$ cat config.mk
export PLATFORM = sky130hd
export DESIGN_NAME = fifo_sync_fwft_stat
export DESIGN_NICKNAME = d
export VERILOG_FILES = /design/src/rtl/fifo_sync_fwft_stat.sv
export SDC_FILE = /design/constraint.sdc
export NUM_CORES = 2
export LEC_CHECK = 0
export CORE_MARGIN = 1.5
export CORE_UTILIZATION = 35
export CTS_CLUSTER_SIZE = 16
export DETAILED_ROUTE_END_ITERATION = 10
export PLACE_DENSITY_LB_ADDON = 0.1
export SYNTH_ARGS = -nofsm -noshare
export SYNTH_HDL_FRONTEND = slang
export SYNTH_SLANG_ARGS = --single-unit
$ cat constraint.sdc
create_clock -name clk -period 3.2 [get_ports clk]
set_input_delay 0.48 -clock clk [delete_from_list [all_inputs] [get_ports clk]]
set_output_delay 0.48 -clock clk [all_outputs]
set_load 0.02 [all_outputs]
$ cat src/rtl/fifo_sync_fwft_stat.sv
`default_nettype none
// +--------------------------------------------------------------------------+
// | Module  : fifo_sync_fwft_stat                                            |
// | Purpose : Single-clock first-word-fall-through FIFO with programmable     |
// |           almost-full/almost-empty flags, write-while-full when a read    |
// |           is accepted in the same cycle, synchronous flush, sticky        |
// |           overflow/underflow flags and a high-watermark statistic.        |
// | Ports   : clk, rst_n     - clock (rising edge), async active-low reset    |
// |           flush          - synchronous clear of contents                  |
// |           wr_ena, wr_dat - write request and data                         |
// |           wr_full/afull  - count == DEPTH / count >= AFULL_LVL            |
// |           rd_ena         - pop request                                    |
// |           rd_dat         - head word (valid while rd_empty = 0)           |
// |           rd_empty/aempty- count == 0 / count <= AEMPTY_LVL               |
// |           dat_cnt        - current word count 0..DEPTH                    |
// |           max_cnt        - highest dat_cnt since reset or stat_clr        |
// |           ovf, udf       - sticky refused-write / read-while-empty flags  |
// |           stat_clr       - synchronous clear of ovf, udf and max_cnt      |
// | Revision: 1.0 - initial release                                          |
// +--------------------------------------------------------------------------+
module fifo_sync_fwft_stat #(
  parameter int DATA_WIDTH = 16,
  parameter int ADDR_WIDTH = 8,
  parameter int AFULL_LVL  = 252,
  parameter int AEMPTY_LVL = 4
) (
  input  logic                  clk,
  input  logic                  rst_n,
  input  logic                  flush,
  input  logic                  wr_ena,
  input  logic [DATA_WIDTH-1:0] wr_dat,
  output logic                  wr_full,
  output logic                  wr_afull,
  input  logic                  rd_ena,
  output logic [DATA_WIDTH-1:0] rd_dat,
  output logic                  rd_empty,
  output logic                  rd_aempty,
  output logic [ADDR_WIDTH:0]   dat_cnt,
  output logic [ADDR_WIDTH:0]   max_cnt,
  output logic                  ovf,
  output logic                  udf,
  input  logic                  stat_clr
);

  localparam int DEPTH = 2 ** ADDR_WIDTH;

  localparam logic [ADDR_WIDTH:0] c_afull_lvl  = AFULL_LVL[ADDR_WIDTH:0];
  localparam logic [ADDR_WIDTH:0] c_aempty_lvl = AEMPTY_LVL[ADDR_WIDTH:0];
  localparam logic [ADDR_WIDTH:0] c_one        = {{ADDR_WIDTH{1'b0}}, 1'b1};

  // Storage: deliberately not reset.
  logic [DATA_WIDTH-1:0] mem [DEPTH];

  logic [ADDR_WIDTH:0] r_wrptr;
  logic [ADDR_WIDTH:0] r_rdptr;
  logic [ADDR_WIDTH:0] r_dat_cnt;
  logic [ADDR_WIDTH:0] r_max_cnt;
  logic                r_ovf;
  logic                r_udf;

  logic                w_empty;
  logic                w_full;
  logic                w_rd_acc;
  logic                w_wr_acc;
  logic                w_ovf_set;
  logic                w_udf_set;
  logic [ADDR_WIDTH:0] w_cnt_nxt;

  // Extra MSB on the pointers separates full from empty when the
  // address bits coincide.
  assign w_empty = (r_wrptr == r_rdptr);
  assign w_full  = (r_wrptr[ADDR_WIDTH-1:0] == r_rdptr[ADDR_WIDTH-1:0]) &&
                   (r_wrptr[ADDR_WIDTH] != r_rdptr[ADDR_WIDTH]);

  // A read frees a slot in the same cycle, so a full FIFO can still take a
  // write when it is popped. An empty FIFO never bypasses write to read.
  assign w_rd_acc = rd_ena & ~w_empty;
  assign w_wr_acc = wr_ena & (~w_full | w_rd_acc);

  // Flush swallows the cycle's requests, including their error events.
  assign w_ovf_set = ~flush & wr_ena & ~w_wr_acc;
  assign w_udf_set = ~flush & rd_ena & w_empty;

  always_comb begin
    w_cnt_nxt = r_dat_cnt;
    if (flush) begin
      w_cnt_nxt = '0;
    end else if (w_wr_acc && !w_rd_acc) begin
      w_cnt_nxt = r_dat_cnt + c_one;
    end else if (w_rd_acc && !w_wr_acc) begin
      w_cnt_nxt = r_dat_cnt - c_one;
    end
  end

  always_ff @(posedge clk or negedge rst_n) begin
    if (!rst_n) begin
      r_wrptr   <= '0;
      r_rdptr   <= '0;
      r_dat_cnt <= '0;
      r_max_cnt <= '0;
      r_ovf     <= 1'b0;
      r_udf     <= 1'b0;
    end else begin
      if (flush) begin
        r_wrptr <= '0;
        r_rdptr <= '0;
      end else begin
        if (w_wr_acc) r_wrptr <= r_wrptr + c_one;
        if (w_rd_acc) r_rdptr <= r_rdptr + c_one;
      end
      r_dat_cnt <= w_cnt_nxt;

      // stat_clr restarts the watermark from the post-edge count; a set
      // event coinciding with the clear still wins for the sticky flags.
      if (stat_clr) begin
        r_max_cnt <= w_cnt_nxt;
        r_ovf     <= w_ovf_set;
        r_udf     <= w_udf_set;
      end else begin
        if (w_cnt_nxt > r_max_cnt) r_max_cnt <= w_cnt_nxt;
        if (w_ovf_set) r_ovf <= 1'b1;
        if (w_udf_set) r_udf <= 1'b1;
      end
    end
  end

  always_ff @(posedge clk) begin
    if (w_wr_acc && !flush) begin
      mem[r_wrptr[ADDR_WIDTH-1:0]] <= wr_dat;
    end
  end

  assign rd_dat    = mem[r_rdptr[ADDR_WIDTH-1:0]];
  assign rd_empty  = w_empty;
  assign wr_full   = w_full;
  assign wr_afull  = (r_dat_cnt >= c_afull_lvl);
  assign rd_aempty = (r_dat_cnt <= c_aempty_lvl);
  assign dat_cnt   = r_dat_cnt;
  assign max_cnt   = r_max_cnt;
  assign ovf       = r_ovf;
  assign udf       = r_udf;

endmodule
`default_nettype wire

; Yosys cells after proc, flatten, opt, wreduce, memory -nomap -nowiden
; Memory sizes are Yosys's and may differ from the RTL's.
; Cells that the tools add are included.
[totals]
reg_bits = 38
ram_bits = 4096
input_bits = 22
out_inout_bits = 40
elab_cells = 55
mem_count = 1
[memory_table]
columns = name, depth, word_bits, read_ports, rd_clocked_by_memory_dff, wr, line
row1 = mem, 256, 16, 1, 0, 1, 52  ; logic [DATA_WIDTH-1:0] mem [DEPTH];
[op_classes]
add_sub_neg = 4
magnitude_cmp = 3
n_eq_ne = 3
n_mux = 15
n_bitwise = 11
reduce_logical = 12
[op_table]
columns = op, n
row1 = two-way mux 9 bit, 9
row2 = adder 9 x 1 -> 9 bit (second input constant), 3
row3 = nonzero test 2 bit, 5
row4 = equality test 9 bit, 1
row5 = >= comparator 9 x 8 -> 1 bit (second input constant), 1
row6 = greater-than comparator 9 bit, 1
row7 = less-or-equal comparator 9 x 3 -> 1 bit (second input constant), 1
row8 = subtractor 9 x 1 -> 9 bit (second input constant), 1
row9 = equality test 8 bit, 1
row10 = AND 1 bit, 6
row11 = two-way mux 1 bit, 6
row12 = logical AND 1 bit, 4
row13 = inverter 1 bit, 4
row14 = zero test 1 bit, 3
row15 = != test 1 bit, 1
row16 = bitwise OR 1 bit, 1

; Depth between registers and ports, before layout
[depth]
depth_word = 13
mapped_depth = 17
ltp_nobuf = 15

; Worst setup path after synthesis
; OpenSTA, ideal clock, no wires.
[synth_timing]
kind = register to register
from = register r_rdptr[0]
to = register r_max_cnt[2], in the netlist max_cnt[2]
setup_time_ps = 95
arrival_time_ps = 3504
t_required_ps = 3105
path_slack_ps = -400
stages_incl_launch_ff = 16
n_path_buf = 2
synth_period_minus_slack_ps = 3600
cell_sequence = dfrtp_1 -> buf_6 -> xnor2_1 -> nand4_1 -> nor3_2 -> o21a_1 -> a31oi_1 -> xor2_1 -> nor2_1 -> ha_1 -> a21o_1 -> a2111o_1 -> o21ai_0 -> clkbuf_1 -> nand2_1 -> o31ai_1
[synth_between]
elab_chain_len = 12
elab_cells_between_ends = 19
classes_between = order compare (1) / eq/ne (2) / mux (5) / bitwise (5) / reduce/logical (6)
[synth_rtl]
columns = element, line
row1 = start: declaration, 55  ; logic [ADDR_WIDTH:0] r_rdptr;
row2 = start signal: assignment, 109  ; if (w_rd_acc) r_rdptr <= r_rdptr + c_one;
row3 = equality test 9 bit (*), 71  ; assign w_empty = (r_wrptr == r_rdptr);
row4 = named net rd_empty, 36  ; output logic rd_empty,
row5 = inverter 1 bit (*), 77  ; assign w_rd_acc = rd_ena & ~w_empty;
row6 = AND 1 bit (*), 77
row7 = bitwise OR 1 bit, 78  ; assign w_wr_acc = wr_ena & (~w_full | w_rd_acc);
row8 = AND 1 bit, 78
row9 = zero test 1 bit, 90  ; end else if (w_rd_acc && !w_wr_acc) begin
row10 = logical AND 1 bit, 90
row11 = two-way mux 9 bit, 90
row12 = two-way mux 9 bit (*), 88  ; end else if (w_wr_acc && !w_rd_acc) begin
row13 = two-way mux 9 bit (*), 86  ; if (flush) begin
row14 = named net w_cnt_nxt[6], 67  ; logic [ADDR_WIDTH:0] w_cnt_nxt;
row15 = greater-than comparator 9 bit (*), 120  ; if (w_cnt_nxt > r_max_cnt) r_max_cnt <= w_cnt_nxt;
row16 = nonzero test 2 bit (no line) (*), --
row17 = end signal: assignment, 116  ; r_max_cnt <= w_cnt_nxt;
row18 = end signal: assignment, 120
row19 = end: declaration, 57  ; logic [ADDR_WIDTH:0] r_max_cnt;
; Mark *: on every way through the listed nets, which the timed path passes. The rest lies on a longest branch. The select of a mux whose other input is x is not followed.
; A chain may end at the register's enable or synchronous reset.

; Worst setup path in the final report
[layout_timing]
from = register r_rdptr[1]
to = output port rd_dat[5]
[layout_between]
elab_chain_len = 1
[layout_rtl]
columns = element, line
row1 = memory read (256 x 16 bit), --
row2 = end: declaration, 35  ; output logic [DATA_WIDTH-1:0] rd_dat,
; Every way passes these cells.

==> out/results.ini <==
[logic_synthesis]
ys_seq_area_share_pct=77.0
syn_nets=7505
synth.most_common_cell=edfxtp_1
async_flop_share_pct=0.919
yosysWarnings=0
syn-cell-area_mm2=0.161
yosysTopAreaCell=edfxtp_1
synth_common_cells=edfxtp_1 (4096), mux4_2 (746), mux2i_1 (414)
synthFlopType=edfxtp_1
synth_top_area_share_pct=76.4
avgSynthCellArea_um2=21.6
synth_cell_type_count=92
yosys-top-cells-area=edfxtp_1 (76%), mux4_2 (10%), mux2i_1 (2.6%)
ys_ff_latch=4134
synth-edff-count=4096
synth_cells=7467

[pwr]
peakVddDrop_uv=508
p_per_area_mw_per_mm2=641
power_leakage_nw=63.6

[drt]
totalWireLength_mm=566
drcViolationCount=0
drtAntennaViolNets=0
drt_iter0_markers=9694
viasPerCell=5.52
dr.pass1.iters=5
wl_per_cell_um=36.3
vias=85983

[final_layout]
fin_cells=15585
final_area_mm2=0.201
drive_above_1_share_pct=36.3
area_growth_pct=25.0
nets=9113
register_area_mm2=0.124
fill_cells=39294
multi_input_area_mm2=0.0362
fin_util_pct=44.0

[worst_setup_path]
r2r_cells=18
start_kind=flip-flop
cp.arrival_ns=4.72
cp.required_ns=2.72
rr_startpoint=r_rdptr[0]
reg2reg_to=max_cnt[3]
endpoint_kind=output pin
ff2ff_setup_slack_ns=-1.41
crit_path_max_fanout=19
critPathKind=reg2out

[timing]
fin_skew_ns=0.0552
tightest_slew_ns=1.19
setup_viol=4132
rsz0062_at_grt=yes
hold_ws_ns=0.0383
slew_headroom_pct=20.7
drv_slew=0
tns_ns=-2500.67
layout_min_cycle_time_ns=5.20
fin_crit_sh_pct=162
timing.fmax_mhz=192
hold_viol=0
setup_slack_ns=-2.00

[clock_tree]
cts-root-buf=clkbuf_16
htreeDepth=5
clkLatencyLatePin_ns=1.03
max-clock-path-buffers=4
path_clk_slew_ns=0.06
cts_made_buffers=453
tritoncts=yes
cts_sinks=4134

[die]
core_mm2=0.457
fp-row-count=248
initial_core_util_pct=35.2
pin_count=62
die_h_um=681
die-area_mm2=0.464
die_width_um=681

[worst_hold_path]
hp-class=in2reg
min_from=wr_dat[1]
hold_path_depth=1
hold_end=mem[57][1]

[placement]
routabilityCongestion=0.849
placed_cell_area_mm2=0.182
dp.cells=14570
dp_hpwl_mm=364
io_buffers=61

[global_route]
track_usage_pct=24.1
antenna_found_initial=41
grt_pass1_wl_mm=764
grt_max_degree=107
grt_pass1_vias=87152
gr-total-overflow=0

[job]
maxCapViolCount=0

[outcome]
status=complete, but fails checks
violations=setup timing

critical path, stage by stage (launching register included):
cell      delay (ns)
dfrtp_4         0.63
buf_4           0.26
buf_16          0.25
mux4_2          0.57
o221ai_1        0.25
nand4_1         0.31
a21oi_1         0.21
buf_4           0.15
a2111o_1        0.14
buf_12          0.15
o211ai_1        0.32
buf_4           0.26
buf_6           0.12
worst max-delay path by stage:
stage | startpoint | to | cells past startpoint
final | r_rdptr[1] | rd_dat[5] | 12
after global routing | r_rdptr[0] | rd_dat[5] | 16
after CTS | r_rdptr[0] | rd_dat[8] | 15
after detailed placement | r_rdptr[0] | rd_dat[10] | 15
after global placement | r_rdptr[1] | rd_dat[12] | 13
after floorplan | r_rdptr[2] | max_cnt[3] | 13
final cells by class:
class                           instances  area share, %
Clock buffer                          575           5.89
Tap cell                             6125           3.81
Antenna cell                           13         0.0162
Timing Repair Buffer                 1594           9.48
Multi-Input combinational cell       2870           18.0
Sequential cell                      4134           61.6
Inverter                               22         0.0497
Clock inverter                        252           1.15
metrics by stage:
| step | total power [mW] | worst slack, ns |
|---|---|---|
| 4_1_cts | 130 | -2.01 |
| 2_1_floorplan | 70.5 | -0.172 |
| 3_3_place_gp | 77.2 | -2.04 |
| 5_1_grt | 133 | -2.09 |
| 3_5_place_dp | 77.2 | -1.71 |
| 6_report | 129 | -2.00 |
flip-flops by register name, summed over array words and instances, names as in the netlist:
register and flops:
mem 4096, dat_cnt 9, max_cnt 9, r_rdptr 9, r_wrptr 9, ovf 1, udf 1
power by group:
group	internal [mW]	switching [mW]
Sequential	59.6	0.0951
Combinational	9.24	9.65
Clock	28.4	21.9
cell families (layout without fill, tap and decap cells):
logic type / count (synthesis) / in the layout / synth area share, %
xor+xnor: 32 / 32 / 0.174
simple gates: 707 / 707 / 1.89
flops: 4134 / 4134 / 77.0
other cells: 0 / 13 / 0
fa+ha+maj: 16 / 16 / 0.124
compound gates: 816 / 816 / 3.57
buf+inv: 463 / 2443 / 2.08
mux: 1299 / 1299 / 15.2
cell usage in the layout (no fill, tap or decap), drive strengths merged, types with 91 or more instances in the layout:
cell,instances
nand2,172
o21ai,91
mux2i,414
a22oi,145
a21oi,188
clkbuf,577
a221oi,114
nor2,356
buf,1539
clkinv,196
edfxtp,4096
mux4,875
routing by layer:
layer	share of wire, %	GRT usage, %	wire (um)
met3	6.2	3.22	35300
met1	43	33.7	241000
met4	2.9	6.24	16400
met2	48	39.8	273000
met5	0.0018	0	10
repair_timing:
item | CTS | global route
endpoints found under the setup margin | 4133 | 4139
endpoints found under the hold margin | 313 | 0
buffers inserted | 106 | 50
gates cloned | 23 | 2
hold buffers | 14 | 0
resized for setup | 438 | 186
pin swaps | 60 | 77
Power figures use the tool's default switching activity.
